### config.mk
export PLATFORM = sky130hd
export DESIGN_NAME = bitfifo128_ctrl
export DESIGN_NICKNAME = d
export VERILOG_FILES = /design/src/rtl/bitfifo128_ctrl.sv
export SDC_FILE = /design/constraint.sdc
export NUM_CORES = 1
export LEC_CHECK = 0
export CORE_MARGIN = 4
export CORE_UTILIZATION = 45
export CTS_CLUSTER_DIAMETER = 30
export CTS_CLUSTER_SIZE = 20
export DETAILED_ROUTE_END_ITERATION = 10
export PLACE_DENSITY = 0.81
export SLEW_MARGIN = 20
export SYNTH_ARGS = -nofsm -noshare
export SYNTH_HDL_FRONTEND = slang
export SYNTH_SLANG_ARGS = --single-unit
### constraint.sdc
create_clock -name clk -period 8.96 [get_ports clk]
set_input_delay 2.688 -clock clk [delete_from_list [all_inputs] [get_ports clk]]
set_output_delay 2.688 -clock clk [all_outputs]
set_load 0.01 [all_outputs]
### src/rtl/bitfifo128_ctrl.sv
// 1-bit ready/valid FIFO controller around a 128x1 dual-port RAM with a registered read output.
// Optional synchronous flush input when BITFIFO_FLUSH_EN is defined.
module bitfifo128_ctrl #(
    parameter int unsigned AW        = 7,
    parameter int unsigned AFULL_TH  = 120,
    parameter int unsigned AEMPTY_TH = 4
) (
    input  logic          clk,
    input  logic          rst_n,
`ifdef BITFIFO_FLUSH_EN
    input  logic          flush,
`endif
    input  logic          wr_valid,
    output logic          wr_ready,
    input  logic          wr_bit,
    output logic          rd_valid,
    input  logic          rd_ready,
    output logic          rd_bit,
    output logic          ram_we,
    output logic [AW-1:0] ram_wa,
    output logic          ram_wd,
    output logic [AW-1:0] ram_ra,
    output logic          ram_ld,
    input  logic          ram_q,
    output logic [AW:0]   count,
    output logic          full,
    output logic          empty,
    output logic          almost_full,
    output logic          almost_empty
);

    localparam logic [AW:0] PTR_ONE  = (AW+1)'(1);
    localparam logic [AW:0] AFULL_C  = AFULL_TH[AW:0];
    localparam logic [AW:0] AEMPTY_C = AEMPTY_TH[AW:0];
    localparam logic [AW:0] DEPTH_C  = {1'b1, {AW{1'b0}}};

    logic [AW:0] wr_ptr;
    logic [AW:0] rd_ptr;
    logic        hv;
    logic [AW:0] mem_cnt;
    logic        wr_fire;
    logic        pop;
    logic        ld;
    logic        flush_i;

`ifdef BITFIFO_FLUSH_EN
    assign flush_i = flush;
`else
    assign flush_i = 1'b0;
`endif

    assign mem_cnt = wr_ptr - rd_ptr;
    assign full    = (mem_cnt == DEPTH_C);
    assign count   = mem_cnt + {{AW{1'b0}}, hv};
    assign empty   = (count == '0);

    assign almost_full  = (mem_cnt >= AFULL_C);
    assign almost_empty = (count <= AEMPTY_C);

    assign wr_ready = !full;
    assign rd_valid = hv;
    assign rd_bit   = ram_q;

    assign wr_fire = wr_valid & !full;
    assign pop     = hv & rd_ready;
    // Refill the head register whenever it is empty or being consumed this cycle.
    assign ld      = (mem_cnt != '0) & (!hv | pop);

    assign ram_we = wr_fire & !flush_i;
    assign ram_wa = wr_ptr[AW-1:0];
    assign ram_wd = wr_bit;
    assign ram_ld = ld & !flush_i;
    assign ram_ra = rd_ptr[AW-1:0];

    always_ff @(posedge clk or negedge rst_n) begin
        if (!rst_n) begin
            wr_ptr <= '0;
            rd_ptr <= '0;
            hv     <= 1'b0;
        end else if (flush_i) begin
            wr_ptr <= '0;
            rd_ptr <= '0;
            hv     <= 1'b0;
        end else begin
            if (wr_fire) begin
                wr_ptr <= wr_ptr + PTR_ONE;
            end
            if (ld) begin
                rd_ptr <= rd_ptr + PTR_ONE;
                hv     <= 1'b1;
            end else if (pop) begin
                hv     <= 1'b0;
            end
        end
    end

endmodule

==> metrics, run 1 <==
critical path type=primary input to output port; routed len/inst=roughly 14 um; setup clock skew after layout=0.007522 ns; iteration count of the initial detailed-routing pass=4; Synth Area per Inst=9.260 um^2; worst hold path class=flop to flop; PortBufs=33; number of filler instances in the final layout=315; time the worst path needs with I/O delays and setup=~7.1 ns; capture point of the worst reg-to-reg path=wr_ptr[1]$_DFFE_PN0P_; number of stages on the worst hold path=1; final hold viol count=0; start of the worst register-to-register path=rd_ptr[0]$_DFFE_PN0P_; die extent in x=67.50 um; hold-fix buffer count after cts=0; via count=roughly 1300; xor/xnor cell area share of the yosys netlist=0.1320; residual DRC count=0; largest net degree at the start of global routing=20; # Post-CTS Setup Buffers=0; endpoint arrival time on the critical path=4.44 ns; terminating pin of the worst hold path=wr_ptr[7]$_DFFE_PN0P_; beginning of the worst hold path=wr_ptr[7]$_DFFE_PN0P_; most used flip-flop cell after synthesis=sky130_fd_sc_hd__dfrtp_1; diode count=0; reg-to-reg setup timing slack=5.34 ns; number of endpoints failing setup at the final stage=0; result of the run=complete, no violations; synthesized cell area=1593 um^2; global-route wire length before repair=5.575 mm; synthesized instance count=about 170; post-CTS sizing=0; half-perimeter wire length of the detailed placement result=2.492 mm; starting density of the core=0.4699; compound-gate portion of the synthesized area=0.1956; NumNets Final=208; Die Area=approximately 4600 um^2; number of antenna violations at the first check in global routing=0; clock transition time at the flip-flop clock pins of the worst setup and hold paths=0.10 ns; final antenna-violating net count=0; RePlAce Congestion=0.7926; Clock H-tree levels=1; signed area change from the synthesized netlist to the final layout=17.28%; CP Max Fanout=8; Critical Path RT=approximately 6.3 ns; startpoint type of the worst setup path=primary input; CTS Root Cell=sky130_fd_sc_hd__clkbuf_4; share of synthesized flip-flops with an asynchronous set or reset=1.000; number of standard-cell rows in the floorplan=21; setup TNS=0 ns; setup repair after global routing missed its margin=no; Worst slew margin=0.4920; final clock period utilization by the worst path=0.7959; Crit. Startpoint=rd_ready; TritonCTS clock tree=built; Clk Latency, worst-skew pair=0.29 ns; number of global-route vias before repair=between 1000 and 1500; net count of the mapped netlist=190; core area=approximately 3400 um^2; dominant combinational cell family by area after synthesis=compound AO/OA/AOI/OAI gates; layout cell share with drive strength beyond 1=0.07937; number of synthesized flops with an enable pin=0; Synth cell types=between 40 and 50; max-slew violation total from the final report=0; count of cells along the worst register-to-register path=9; leading cell type in the layout, fill and taps excluded=sky130_fd_sc_hd__clkdlybuf4s50_1; detail-routed via count per cell=5.383; most frequent cells in the layout=33 x sky130_fd_sc_hd__clkdlybuf4s50_1, 18 x sky130_fd_sc_hd__xnor2_1, 17 x sky130_fd_sc_hd__dfrtp_1; simple-gate share of the synthesized area=0.1603; total of max-cap violations=0; GRT Total Usage=0.1578; clk sinks=17; DIE HEIGHT=between 60 and 70 um; overall routed net length=3.224 mm; number of top-level design ports=38; Adder-Cell Fraction of Synth Area=0.09898; synth warn=0; Overflow after GRT=0; maximum clock rate=0.1402 GHz; number of synthesized register bits=17; kind of end point of the critical path=output port; multiplexer fraction of the synthesized cell area=0.02121; transition time of the tightest slew-check pin=0.7596 ns; Iteration-0 DRC Markers=52; Clock Tree Buf Depth=2; total CTS buffers=3; sequential cell area fraction in the yosys report=0.2671
## state kept, by name, summed over array words and instances, names as in the netlist
register and count:
wr_ptr 8, rd_ptr 8, rd_valid 1
## worst max-delay path, cell delays in order
cell and delay (ns):
sky130_fd_sc_hd__clkdlybuf4s50_1 0.45, sky130_fd_sc_hd__nand2b_1 0.25, sky130_fd_sc_hd__a21boi_0 0.43, sky130_fd_sc_hd__clkdlybuf4s50_1 0.63
## metal layers
metal	GRT usage	wire (um)	up-vias
li1	-	-	640
met1	0.2111	1542	588
met2	0.2588	1524	31
met3	0.01331	109	6
met4	0.06835	47	0
met5	0	0	-
## layout make-up
class                   instances  area (um^2)  share of cell area
multi-input cells             120        968.4              0.5184
inverters                      14        52.55             0.02813
clock buffers                   4        26.28             0.01407
flip-flops and latches         17        425.4              0.2277
well taps                      46        57.56             0.03081
repair buffers                 34        337.8              0.1808
## cells by family after synthesis
kind of cell,after synthesis
buf+inv,35
simple gates,43
xor+xnor,24
fa+ha+maj,12
flops,17
mux,3
compound gates,38
## worst max path at each step
stage	to	slack, ns
after floorplan	ram_ld	2.79
after global placement	ram_ld	1.86
after detailed placement	ram_ld	1.85
after CTS	ram_ld	1.84
after global routing	ram_ld	1.74
final	ram_ld	1.83
## synthesized netlist by cell type, types with 2 or more instances
library cell,count,area (um^2)
sky130_fd_sc_hd__dfrtp_1,17,425.4
sky130_fd_sc_hd__clkbuf_1,3,11.26
sky130_fd_sc_hd__and3_1,5,31.28
sky130_fd_sc_hd__ha_1,11,137.6
sky130_fd_sc_hd__nand3_1,7,35.03
sky130_fd_sc_hd__a21o_1,2,15.01
sky130_fd_sc_hd__a211oi_1,2,15.01
sky130_fd_sc_hd__nor2_1,6,22.52
sky130_fd_sc_hd__nand2b_1,2,12.51
sky130_fd_sc_hd__a21oi_1,6,30.03
sky130_fd_sc_hd__or2_2,3,18.77
sky130_fd_sc_hd__o21ai_0,2,10.01
sky130_fd_sc_hd__mux2_2,3,33.78
sky130_fd_sc_hd__buf_4,16,120.1
sky130_fd_sc_hd__xor2_1,6,52.55
sky130_fd_sc_hd__xnor2_1,18,157.7
sky130_fd_sc_hd__o21a_1,3,22.52
sky130_fd_sc_hd__nand2_1,3,11.26
sky130_fd_sc_hd__o211ai_1,5,37.54
sky130_fd_sc_hd__o2111ai_1,4,35.03
sky130_fd_sc_hd__nor2b_1,2,12.51
sky130_fd_sc_hd__nand4_1,3,18.77
sky130_fd_sc_hd__nor3_1,2,10.01
sky130_fd_sc_hd__and2_1,3,18.77
sky130_fd_sc_hd__inv_1,14,52.55
sky130_fd_sc_hd__a2111oi_0,2,17.52
sky130_fd_sc_hd__nand3b_1,2,15.01
## stage by stage
| stage | cell area [um^2] | std cells | util | hold slack, ns | setup slack [ns] |
|---|---|---|---|---|---|
| 2_1_floorplan | 1593 | 172 | - | 0.4617 | 2.793 |
| 3_5_place_dp | 1842 | 231 | 0.5434 | 0.4843 | 1.852 |
| 6_report | 1868 | 235 | 0.5511 | 0.4957 | 1.829 |
| 3_3_place_gp | 1842 | 231 | 0.5434 | 0.4793 | 1.858 |
| 5_1_grt | 1868 | 235 | 0.5511 | 0.5212 | 1.740 |
| 4_1_cts | 1868 | 235 | 0.5511 | 0.4995 | 1.837 |
Power of run 1 is not shown: default switching activity piles up to over one toggle a cycle in this logic, so the estimate is an artifact.
==> inputs of run 2 (changes only) <==
clock period = 6.7 ns   (was 8.96 ns; I/O delays follow)
==> run 2 against run 1 <==
  * Wire length decreased by 1.4%
  * Critical path depth increased by 6
  * Via count rose by 0.32%
  * Worst setup slack lost 1.3 ns
  * First-iteration DRC count is 31% higher
  * Die area did not move
  * Utilization barely moved
  * Clock skew is 0.0032 ns lower
  * Flip-flop and latch count did not move
  * Final cell count unchanged
==> metrics, run 2 (same netlist as run 1, synthesis figures left out) <==
critical path type=flop to output port; layout cell share with drive strength beyond 1=0.08466 (+0.005291); number of global-route vias before repair=1222 (-2.2%); transition time of the tightest slew-check pin=0.7706 ns (+0.01106 ns); hold-fix buffer count after cts=0 (unchanged); kind of end point of the critical path=output port; die extent in x=67.50 um (unchanged); Die Area=4556 um^2 (unchanged); count of cells along the worst register-to-register path=9 (unchanged); total of max-cap violations=0 (unchanged); iteration count of the initial detailed-routing pass=4 (unchanged); startpoint type of the worst setup path=flop; Crit. Startpoint=rd_ptr[0]$_DFFE_PN0P_; NumNets Final=208 (unchanged); CP Max Fanout=7 (-1); Critical path destination=ram_we; setup repair after global routing missed its margin=no; number of placed instances, taps included=231 (unchanged); worst hold path class=flop to flop; CP Cell Sequence=ha_1 > inv_1 > fa_1 > a211o_1 > a21o_1 > a2111oi_0 > o2111ai_1 > o21ai_1 > inv_1 > clkdlybuf4s50_1; time the worst path needs with I/O delays and setup=between 6 and 7 ns; Clock Tree Buf Depth=2 (unchanged); capture point of the worst reg-to-reg path=wr_ptr[1]$_DFFE_PN0P_; clock transition time at the flip-flop clock pins of the worst setup and hold paths=0.10 ns (about the same); largest net degree at the start of global routing=21 (+5.0%); half-perimeter wire length of the detailed placement result=2.456 mm (-1.4%); core area=3390 um^2 (unchanged); GRT Total Usage=0.1545 (-0.003297); setup clock skew after layout=0.004336 ns (-0.003186 ns); Critical Path RT=4.69 ns (-1.58 ns); leading cell type in the layout, fill and taps excluded=sky130_fd_sc_hd__clkdlybuf4s50_1; delay contributed by the slowest stage of the critical path=0.68 ns (+0.05 ns); result of the run=complete, no violations; signed area change from the synthesized netlist to the final layout=17.36% (about the same); CTS Root Cell=sky130_fd_sc_hd__clkbuf_4; overall routed net length=3.178 mm (-1.4%); post-CTS sizing=0 (unchanged); cell type with the highest occurrence count on the critical path=sky130_fd_sc_hd__inv_1; final antenna-violating net count=0 (unchanged); Worst slew margin=0.4730 (-0.01907); number of antenna violations at the first check in global routing=0 (unchanged); start of the worst register-to-register path=rd_ptr[0]$_DFFE_PN0P_; Overflow after GRT=0 (unchanged); number of top-level design ports=38 (unchanged); endpoint arrival time on the critical path=4.15 ns (-0.29 ns); maximum clock rate=0.1624 GHz; reg-to-reg setup timing slack=2.94 ns (-2.40 ns); setup TNS=0 ns (unchanged); post-route non-filler standard cell count=235 (unchanged); DIE HEIGHT=67.50 um (unchanged); via count=1269 (+0.32%); Iteration-0 DRC Markers=68 (+31%); number of endpoints failing setup at the final stage=0 (unchanged); final hold viol count=0 (unchanged); max-slew violation total from the final report=0 (unchanged); routed len/inst=13.52 um (-1.4%); PortBufs=33 (unchanged); global-route wire length before repair=5.471 mm (-1.9%); total CTS buffers=3 (unchanged); TritonCTS clock tree=built; number of standard-cell rows in the floorplan=21 (unchanged); detail-routed via count per cell=5.400 (+0.32%); RePlAce Congestion=0.7946 (+0.25%); Clk Latency, worst-skew pair=0.30 ns (about the same); most frequent cells in the layout=33 x sky130_fd_sc_hd__clkdlybuf4s50_1, 18 x sky130_fd_sc_hd__xnor2_1, 17 x sky130_fd_sc_hd__dfrtp_1; highest-delay cell along the critical path=sky130_fd_sc_hd__a2111oi_0; diode count=0 (unchanged); residual DRC count=0 (unchanged); # Post-CTS Setup Buffers=0 (unchanged); starting density of the core=0.4699 (unchanged); Clock H-tree levels=1 (unchanged); clk sinks=17 (unchanged); final clock period utilization by the worst path=0.9188
==> run 2: cell count changes in the layout (fill, tap and decap cells not counted) <==
| cell | delta |
|---|---|
| sky130_fd_sc_hd__clkbuf_1 | -1 |
| sky130_fd_sc_hd__clkinv_2 | +1 |
==> run 2: per-stage QoR <==
step / area [um^2] / setup slack [ns] / utilization / hold slack (ns)
6_report: 1869 / 0.5438 / 0.5515 / 0.4917
3_5_place_dp: 1842 / 0.9024 / 0.5434 / 0.4793
3_3_place_gp: 1842 / 0.9471 / 0.5434 / 0.4800
4_1_cts: 1869 / 0.5518 / 0.5515 / 0.4981
5_1_grt: 1869 / 0.3357 / 0.5515 / 0.5112
2_1_floorplan: 1593 / 1.505 / - / 0.4617
==> run 2: critical path, delay by kind of cell, from the launching register on <==
family / cells / cell delay, ns
flops: 1 / 0.49
buf+inv: 3 / 0.61
compound gates: 5 / 2.12
fa+ha+maj: 2 / 0.61
==> run 2: cell type report <==
type	count	area (um^2)
Multi-Input combinational cell	120	968.4
Sequential cell	17	425.4
Tap cell	46	57.56
Clock buffer	3	22.52
Timing Repair Buffer	34	337.8
Clock inverter	1	5.005
Inverter	14	52.55
Fill cell	306	1520
==> run 2: metal layers <==
metal	vias to the layer above	global-route usage	routed length [um]	part of all wire
met4	0	0.06329	52	0.016
met5	-	0	0	0
met1	599	0.2012	1489	0.47
met2	29	0.2625	1540	0.48
met3	4	0.01165	95	0.030
li1	637	-	-	-
==> run 2: how the worst min path moves through the flow <==
| stage | endpoint | startpoint | cells past startpoint | slack, ns |
|---|---|---|---|---|
| 6_report | rd_ptr[7]$_DFFE_PN0P_ | rd_ptr[7]$_DFFE_PN0P_ | 1 | 0.49 |
| 5_1_grt | rd_ptr[7]$_DFFE_PN0P_ | rd_ptr[7]$_DFFE_PN0P_ | 1 | 0.51 |
| 4_1_cts | rd_ptr[7]$_DFFE_PN0P_ | rd_ptr[7]$_DFFE_PN0P_ | 1 | 0.50 |
| 3_5_place_dp | rd_ptr[7]$_DFFE_PN0P_ | rd_ptr[7]$_DFFE_PN0P_ | 1 | 0.48 |
| 3_3_place_gp | rd_ptr[7]$_DFFE_PN0P_ | rd_ptr[7]$_DFFE_PN0P_ | 1 | 0.48 |
| 2_1_floorplan | rd_ptr[7]$_DFFE_PN0P_ | rd_ptr[7]$_DFFE_PN0P_ | 1 | 0.46 |
Power of run 2 is left out for the same reason.
==> inputs of run 3 (changes only) <==
HOLD_SLACK_MARGIN = 0.03   (was not set)
==> results of run 3 <==
The final DEF is identical to that of run 2; final timing and power are the same.
Power of run 3 is left out for the same reason.
